$ cat src/rtl/tlb_ctrl_pkg.sv
// Shared TLB controller definitions: TLB geometry, instruction opcodes and
// controller FSM state encodings.
package tlb_ctrl_pkg;

  // Existing TLB geometry constants
  localparam int TLB_ENTRIES = 32;
  localparam int TLB_IDXBITS = 5;

  // TLB instruction opcodes as presented on req_op
  localparam logic [1:0] OP_TLBP  = 2'b00;
  localparam logic [1:0] OP_TLBR  = 2'b01;
  localparam logic [1:0] OP_TLBWI = 2'b10;
  localparam logic [1:0] OP_TLBWR = 2'b11;

  // Controller FSM states
  localparam logic [1:0] ST_IDLE = 2'd0;
  localparam logic [1:0] ST_EXEC = 2'd1;
  localparam logic [1:0] ST_DONE = 2'd2;

  // Both write opcodes share the MSB; this keeps the decode in one place
  function automatic logic op_is_write(input logic [1:0] op);
    return op[1];
  endfunction

endpackage

$ cat src/rtl/tlb_random.sv
// CP0 Random counter: counts down from ENTRIES-1 to Wired (or 0) and wraps
// back to ENTRIES-1. A Wired write, or a Wired value that leaves no
// replaceable entries, forces the counter to ENTRIES-1.
module tlb_random
  import tlb_ctrl_pkg::*;
#(
  parameter int ENTRIES = TLB_ENTRIES,
  parameter int IDXBITS = TLB_IDXBITS
) (
  input  logic               clk,
  input  logic               resetn,
  input  logic [IDXBITS-1:0] i_wired,
  input  logic               i_wired_we,
  output logic [IDXBITS-1:0] o_random
);

  localparam logic [IDXBITS-1:0] MAX_IDX = IDXBITS'(ENTRIES - 1);

  logic [IDXBITS-1:0] r_random;
  logic [IDXBITS-1:0] w_random_nxt;

  // Next Random value: reload on Wired write, saturated Wired or wrap point
  always_comb begin
    w_random_nxt = r_random;
    if (i_wired_we || (i_wired >= MAX_IDX) ||
        (r_random == i_wired) || (r_random == {IDXBITS{1'b0}})) begin
      w_random_nxt = MAX_IDX;
    end else begin
      w_random_nxt = r_random - {{(IDXBITS-1){1'b0}}, 1'b1};
    end
  end

  // Random register with synchronous reset to the top entry
  always_ff @(posedge clk) begin
    if (!resetn) begin
      r_random <= MAX_IDX;
    end else begin
      r_random <= w_random_nxt;
    end
  end

  assign o_random = r_random;

endmodule

$ cat src/rtl/tlb_ctrl.sv
// TLB instruction controller (TLBP/TLBR/TLBWI/TLBWR) sequencing the TLB array
// and CP0 register updates with a fixed IDLE -> EXEC -> DONE cadence.
// Optional feature macro: TLB_CTRL_RANDOM_EN enables the CP0 Random counter
// and random-index TLBWR; without it Random is tied to ENTRIES-1 and TLBWR
// behaves as TLBWI.
module tlb_ctrl
  import tlb_ctrl_pkg::*;
#(
  parameter int ENTRIES = TLB_ENTRIES,
  parameter int IDXBITS = TLB_IDXBITS
) (
  input  logic               clk,
  input  logic               resetn,
  input  logic               req_valid,
  input  logic [1:0]         req_op,
  output logic               req_ready,
  input  logic [IDXBITS-1:0] index_in,
  input  logic [IDXBITS-1:0] wired_in,
  input  logic               wired_we,
  output logic               tlb_write,
  output logic [IDXBITS-1:0] tlb_idx,
  input  logic [31:0]        probe_index,
  input  logic [31:0]        read_hi,
  input  logic [31:0]        read_lo0,
  input  logic [31:0]        read_lo1,
  input  logic [11:0]        read_mask,
  output logic               cp0_index_we,
  output logic [31:0]        cp0_index_data,
  output logic               cp0_entry_we,
  output logic [31:0]        cp0_hi,
  output logic [31:0]        cp0_lo0,
  output logic [31:0]        cp0_lo1,
  output logic [11:0]        cp0_mask,
  output logic [IDXBITS-1:0] random_out,
  output logic               resp_valid,
  output logic               tlb_flush
);

  logic [1:0]         r_state;
  logic [1:0]         r_op;
  logic [IDXBITS-1:0] r_idx;
  logic               r_tlb_write;
  logic               r_resp_valid;
  logic               r_index_we;
  logic               r_entry_we;
  logic               r_flush;
  logic [31:0]        r_index_data;
  logic [31:0]        r_hi;
  logic [31:0]        r_lo0;
  logic [31:0]        r_lo1;
  logic [11:0]        r_mask;

  logic [IDXBITS-1:0] w_random;
  logic [IDXBITS-1:0] w_target;

`ifdef TLB_CTRL_RANDOM_EN
  tlb_random #(
    .ENTRIES (ENTRIES),
    .IDXBITS (IDXBITS)
  ) u_random (
    .clk        (clk),
    .resetn     (resetn),
    .i_wired    (wired_in),
    .i_wired_we (wired_we),
    .o_random   (w_random)
  );

  // TLBWR targets the current Random value, everything else uses Index
  always_comb begin
    w_target = index_in;
    if (req_op == OP_TLBWR) begin
      w_target = w_random;
    end else begin
      w_target = index_in;
    end
  end
`else
  // Wired has no effect when Random is fixed at the top entry
  logic w_unused_wired;
  assign w_unused_wired = ^{wired_in, wired_we};
  assign w_random       = IDXBITS'(ENTRIES - 1);

  // Without Random, TLBWR is executed exactly like TLBWI
  always_comb begin
    w_target = index_in;
  end
`endif

  // Controller FSM: latch request on accept, drive TLB in EXEC, report in DONE
  always_ff @(posedge clk) begin
    if (!resetn) begin
      r_state      <= ST_IDLE;
      r_op         <= OP_TLBP;
      r_idx        <= {IDXBITS{1'b0}};
      r_tlb_write  <= 1'b0;
      r_resp_valid <= 1'b0;
      r_index_we   <= 1'b0;
      r_entry_we   <= 1'b0;
      r_flush      <= 1'b0;
      r_index_data <= 32'h0000_0000;
      r_hi         <= 32'h0000_0000;
      r_lo0        <= 32'h0000_0000;
      r_lo1        <= 32'h0000_0000;
      r_mask       <= 12'h000;
    end else begin
      case (r_state)
        ST_IDLE: begin
          if (req_valid) begin
            r_state     <= ST_EXEC;
            r_op        <= req_op;
            r_idx       <= w_target;
            r_tlb_write <= op_is_write(req_op);
          end
        end
        ST_EXEC: begin
          r_state      <= ST_DONE;
          r_tlb_write  <= 1'b0;
          r_resp_valid <= 1'b1;
          r_index_we   <= (r_op == OP_TLBP);
          r_entry_we   <= (r_op == OP_TLBR);
          r_flush      <= op_is_write(r_op);
          case (r_op)
            OP_TLBP: begin
              r_index_data <= probe_index;
            end
            OP_TLBR: begin
              r_hi   <= read_hi;
              r_lo0  <= read_lo0;
              r_lo1  <= read_lo1;
              r_mask <= read_mask;
            end
            default: begin
              r_index_data <= r_index_data;
            end
          endcase
        end
        ST_DONE: begin
          r_state      <= ST_IDLE;
          r_idx        <= {IDXBITS{1'b0}};
          r_resp_valid <= 1'b0;
          r_index_we   <= 1'b0;
          r_entry_we   <= 1'b0;
          r_flush      <= 1'b0;
        end
        default: begin
          r_state      <= ST_IDLE;
          r_idx        <= {IDXBITS{1'b0}};
          r_tlb_write  <= 1'b0;
          r_resp_valid <= 1'b0;
          r_index_we   <= 1'b0;
          r_entry_we   <= 1'b0;
          r_flush      <= 1'b0;
        end
      endcase
    end
  end

  assign req_ready      = (r_state == ST_IDLE);
  // A reset arriving during EXEC suppresses the write in that same cycle
  assign tlb_write      = r_tlb_write & resetn;
  assign tlb_idx        = r_idx;
  assign resp_valid     = r_resp_valid;
  assign cp0_index_we   = r_index_we;
  assign cp0_entry_we   = r_entry_we;
  assign tlb_flush      = r_flush;
  assign cp0_index_data = r_index_data;
  assign cp0_hi         = r_hi;
  assign cp0_lo0        = r_lo0;
  assign cp0_lo1        = r_lo1;
  assign cp0_mask       = r_mask;
  assign random_out     = w_random;

endmodule

$ cat config.mk
export PLATFORM = sky130hd
export DESIGN_NAME = tlb_ctrl
export DESIGN_NICKNAME = d
export VERILOG_FILES = /design/src/rtl/tlb_ctrl_pkg.sv /design/src/rtl/tlb_random.sv /design/src/rtl/tlb_ctrl.sv
export SDC_FILE = /design/constraint.sdc
export NUM_CORES = 1
export LEC_CHECK = 0
export CORE_UTILIZATION = 25
export CTS_BUF_LIST = sky130_fd_sc_hd__clkbuf_4 sky130_fd_sc_hd__clkbuf_8
export DETAILED_ROUTE_END_ITERATION = 16
export GPL_TIMING_DRIVEN = 0
export MAX_ROUTING_LAYER = met4
export SLEW_MARGIN = 20
export SYNTH_ARGS = -nofsm -noshare
export SYNTH_HDL_FRONTEND = slang
export SYNTH_SLANG_ARGS = --single-unit
$ cat constraint.sdc
create_clock -name clk -period 1.53 [get_ports clk]
set_clock_uncertainty 0.05 [all_clocks]
set_input_delay 0.153 -clock clk [delete_from_list [all_inputs] [get_ports clk]]
set_output_delay 0.153 -clock clk [all_outputs]
set_load 0.01 [all_outputs]
Word-level counts from Yosys, hierarchy flattened
Index checks and enable logic that the tools add are counted.
- flip-flop bits (word level): 154
- bits of input ports: 156
- equal/unequal tests: 4
- multiplexer cells: 10
- bitwise operators: 3
- reduce and logical (&&, ||, !) cells: 7
- operators by type and width (cell ; count):
    $pmux W1 S2 ; 5
    $pmux W5 S2 ; 1
    $reduce_and A2 Y1 ; 5
    $mux W5 ; 1
    $eq A2 B1 Y1 const B ; 2
    $logic_not A2 Y1 ; 2
    $pmux W2 S2 ; 1
    $eq A2 B2 Y1 const B ; 1
    $mux W2 ; 1
    $ne A2 B2 Y1 const B ; 1
    $not A1 Y1 ; 2
    $and A1 B1 Y1 ; 1
    $mux W1 ; 1

Longest topological paths before layout
- word-level depth: 3
- depth in mapped cells: 8

Worst setup path after synthesis
OpenSTA, ideal clock, no wires.
- path kind: reg2reg
- start point: reg r_state[0]
- end point: reg r_hi[19] (netlist: cp0_hi[19])
- arrival: 1260 ps
- required time: 1358 ps
- setup slack: 98 ps
- stages on the path, launching flop included: 9
- period minus slack after synthesis: 1432 ps
- cell sequence: dfxtp_1 > buf_4 > and4bb_1 > buf_6 > buf_6 > buf_8 > buf_6 > nand3_2 > o21ai_2
- word-level cells in the longest chain between the ends: 2
- ends and longest elaborated chain (element ; line ; RTL):
    start: declaration ; tlb_ctrl.sv:39 ; logic [1:0] r_state;
    start signal: assignment ; tlb_ctrl.sv:92 ; r_state <= ST_IDLE;
    start signal: assignment ; tlb_ctrl.sv:109 ; r_state <= ST_EXEC;
    start signal: assignment ; tlb_ctrl.sv:116 ; r_state <= ST_DONE;
    $eq A2 B1 Y1 ; tlb_ctrl.sv:106 ; case (r_state)
    $reduce_and A2 Y1 (no source line) ; n/a ;
    end signal: assignment ; tlb_ctrl.sv:127 ; r_hi <= read_hi;
    end: declaration ; tlb_ctrl.sv:48 ; logic [31:0] r_hi;
Every way passes these cells.
A chain may end at the register's enable or synchronous reset.

Final worst setup path
- start point: reg r_state[1]
- end point: reg r_hi[7] (netlist: cp0_hi[7])
Same word-level chain as after synthesis.

==> flow_metrics.tcl <==
set metrics [dict create \
    synthTopCellsByCount "154 x dfxtp_1, 142 x nand2_1, 112 x nand3_1, 102 x o21ai_0, 38 x clkbuf_1" \
    top_layer "met4" \
    overflow 0 \
    drv_slew 0 \
    area_delta_synth_final_pct 69.09 \
    grt_pass1_wl_um 32400 \
    start_util_pct 25.72 \
    critPathBufInv 4 \
    ys_top_cells_by_area "dfxtp_1 53%, nand3_1 9.6%, nand2_1 9.1%" \
    hp-class "in2reg" \
    synthCells 681 \
    ys_types 25 \
    dr.pass1.iters 4 \
    status "complete, no violations" \
    netlist_area_um2 5858 \
    regArea_um2 3089 \
    dpl_cell_area_um2 9258 \
    port_buffers 299 \
    drt_iter0_drc 366 \
    crit_path_end_kind "register" \
    async_flop_share_pct 0 \
    gp_congestion 0.7677 \
    wl_met2_um 10210 \
    slew_headroom_pct 51.49 \
    arrival_ns 1.85 \
    path_clk_slew_ns 0.10 \
    final-hold-violation-count 0 \
    fin_crit_ns 1.511 \
    irDropWorstVdd_v 0.0004817 \
    io_pins 312 \
    hpwl_um 15310 \
    fin_nets 1167 \
    r2r_end "cp0_hi[7]" \
    core_region_area_um2 22780 \
    fmax_mhz 661.9 \
    num-fill-cells 2300 \
    power_uw 8520 \
    cts_tree "done" \
    grt_max_degree 20 \
    ys.warnings.count 0 \
    min_to "cp0_lo0[14]" \
    dieHeight_um 155.1 \
    p_per_area_nw_per_um2 860.1 \
    vias_per_cell 4.439 \
    cp_top_family "buffers and inverters" \
    drive_gt1_share_pct 13.98 \
    yosys.area.top_type "dfxtp_1" \
    critPathKind "reg2reg" \
    tightestPinTransition_ns 0.7277 \
    grtUsageTotal_pct 18.06 \
    start_kind "register" \
    hold_path_startpoint "read_lo0[14]" \
    synth-seq-cells 154 \
    maxCapViolCount 0 \
    fin_setup_tns_ns 0 \
    cp_max_fo 8 \
    hold_depth 3 \
    power.share.sequential_pct 48.7 \
    p_sw_share_pct 25.72 \
    final_cells 1337 \
    crit_chain "and4bb_1, buf_8, buf_12, buf_12, clkbuf_16, nand3_2, o21ai_2" \
    cellLeakagePower_uw 0.004156 \
    dp.cells 1297 \
    drtAntennaViolNets 0 \
    power.share.clock_pct 39.3 \
    wl_um 21390 \
    die_w_um 155.1 \
    synth.most_common_cell "dfxtp_1" \
    ff2ff_path_depth 7 \
    setup_viol 0 \
    vias 5935 \
    period_share_pct 98.75 \
    intPower_uw 6328 \
    crit_path_max_incr_delay_ns 0.36 \
    p_sw_uw 2192 \
    cts.sinks 154 \
    postLayoutCellArea_um2 9906 \
    reg2reg_setup_slack_ns 0.02 \
    num_rows 55 \
    dieArea_um2 24050 \
    root_buffer "clkbuf_8" \
    synth_top_area_share_pct 52.63 \
    numCtsBuffers 17 \
    cp_common_cell "buf_12" \
    timing.rr.start "r_state[1]" \
    cp.required_ns 1.87 \
    p_comb_share_pct 12.0 \
    met3WireLength_um 1294 \
    clkLatencyLatePin_ns 0.43 \
    fin_util_pct 43.49 \
    wl_per_cell_um 16.00 \
    synth-seq-area-share_pct 52.63 \
    synth_edf_count 0 \
    met1_length_um 9509 \
    drc_errors 0 \
    cts_hold_buf 0 \
    cts_max_path_buffers 2 \
    syn_area_per_cell_um2 8.602 \
    synth-main-ff-cell "dfxtp_1" \
    htree_levels 4 \
    rsz0062_at_grt "true" \
    multiInputGateArea_um2 2499 \
    cp_slowest_cell "dfxtp_4" \
    grt_pass1_vias 5808 \
    antenna_found_initial 1 \
]
## worst max-delay path by stage
stage,from,end,cells past startpoint
after CTS,r_state[1],cp0_hi[29],6
after floorplan,r_state[0],cp0_hi[19],8
after global placement,resetn,tlb_write,4
after detailed placement,resetn,tlb_write,4
after global routing,r_state[1],cp0_hi[25],7
final,r_state[1],cp0_hi[7],7
## per-layer routing
metal | vias to the layer above | global-route usage, %
met4 | 0 | 6.223
li1 | 2967 | -
met5 | - | -
met3 | 22 | 4.067
met2 | 196 | 29.15
met1 | 2750 | 22.13
## cell families after synthesis
logic type / Yosys count / share of synthesized area [%]
simple gates: 305 / 25.99
buf+inv: 70 / 6.279
other cells: 1 / 0.06401
mux: 7 / 1.196
compound gates: 144 / 13.84
flops: 154 / 52.63
## power groups by stage
| stage | registers [µW] | clock network, µW | logic, µW |
|---|---|---|---|
| after floorplan | 4280 | 0 | 302 |
| after global placement | 4240 | 0 | 1050 |
| after detailed placement | 4240 | 0 | 1040 |
| after CTS | 4150 | 3450 | 1020 |
| after global routing | 4160 | 3640 | 1110 |
| final | 4150 | 3350 | 1020 |
## area by class of cell
| cell class | instances | area share (%) |
|---|---|---|
| buffer | 66 | 4.913 |
| tap | 313 | 3.954 |
| antenna | 1 | 0.02526 |
| timing repair buffer | 311 | 30.50 |
| clock buffer | 19 | 2.514 |
| sequential | 154 | 31.19 |
| clock inverter | 12 | 1.680 |
| multi-input combinational | 461 | 25.22 |
## cells in the final DEF, fill, tap and decap left out, drive strengths merged
cell type | netlist | routed
dfxtp | 154 | 154
dlygate4sd2 | 0 | 150
clkdlybuf4s50 | 0 | 148
nand2 | 142 | 142
nand3 | 142 | 142
o21ai | 142 | 142
clkbuf | 41 | 58
buf | 29 | 38
nor2 | 9 | 9
mux2i | 7 | 7
conb | 1 | 5
clkinvlp | 0 | 4
nor2b | 3 | 3
bufinv | 0 | 3
inv | 0 | 3
and2 | 2 | 2
nand2b | 2 | 2
a21oi | 2 | 2
clkinv | 0 | 2
nor3b | 2 | 2
diode | 0 | 1
nor4b | 1 | 1
and4bb | 1 | 1
and3b | 1 | 1
bufbuf | 0 | 1
clkdlybuf4s15 | 0 | 1
## repair_timing
action,in CTS,in global routing
pin swaps,5,18
buffers inserted,6,1
resized for setup,201,42
setup endpoints to repair,279,102
cloned,3,2
## through the flow
stage               hold WS [ns]  setup slack, ns
detailed placement        0.3907          -0.6924
floorplan                 0.2240          0.09783
global placement          0.3849          -0.6385
global route              0.1863         -0.04865
finish                    0.1997          0.01918
CTS                       0.1750         -0.03084
## tightest hold or removal path, delay by kind of cell
kind	cells	cell delay, ns
and+or+nand+nor	1	0.06
buffers and inverters	1	0.39
AOI/OAI and AO/OA	1	0.05
## state kept, by name, indices dropped and copies added, names as in the netlist, 2 cells and up
| name | count |
|---|---|
| cp0_hi | 32 |
| cp0_index_data | 32 |
| cp0_lo0 | 32 |
| cp0_lo1 | 32 |
| cp0_mask | 12 |
| r_op | 2 |
| r_state | 2 |
| tlb_idx | 5 |
Power figures use the tool's default switching activity.
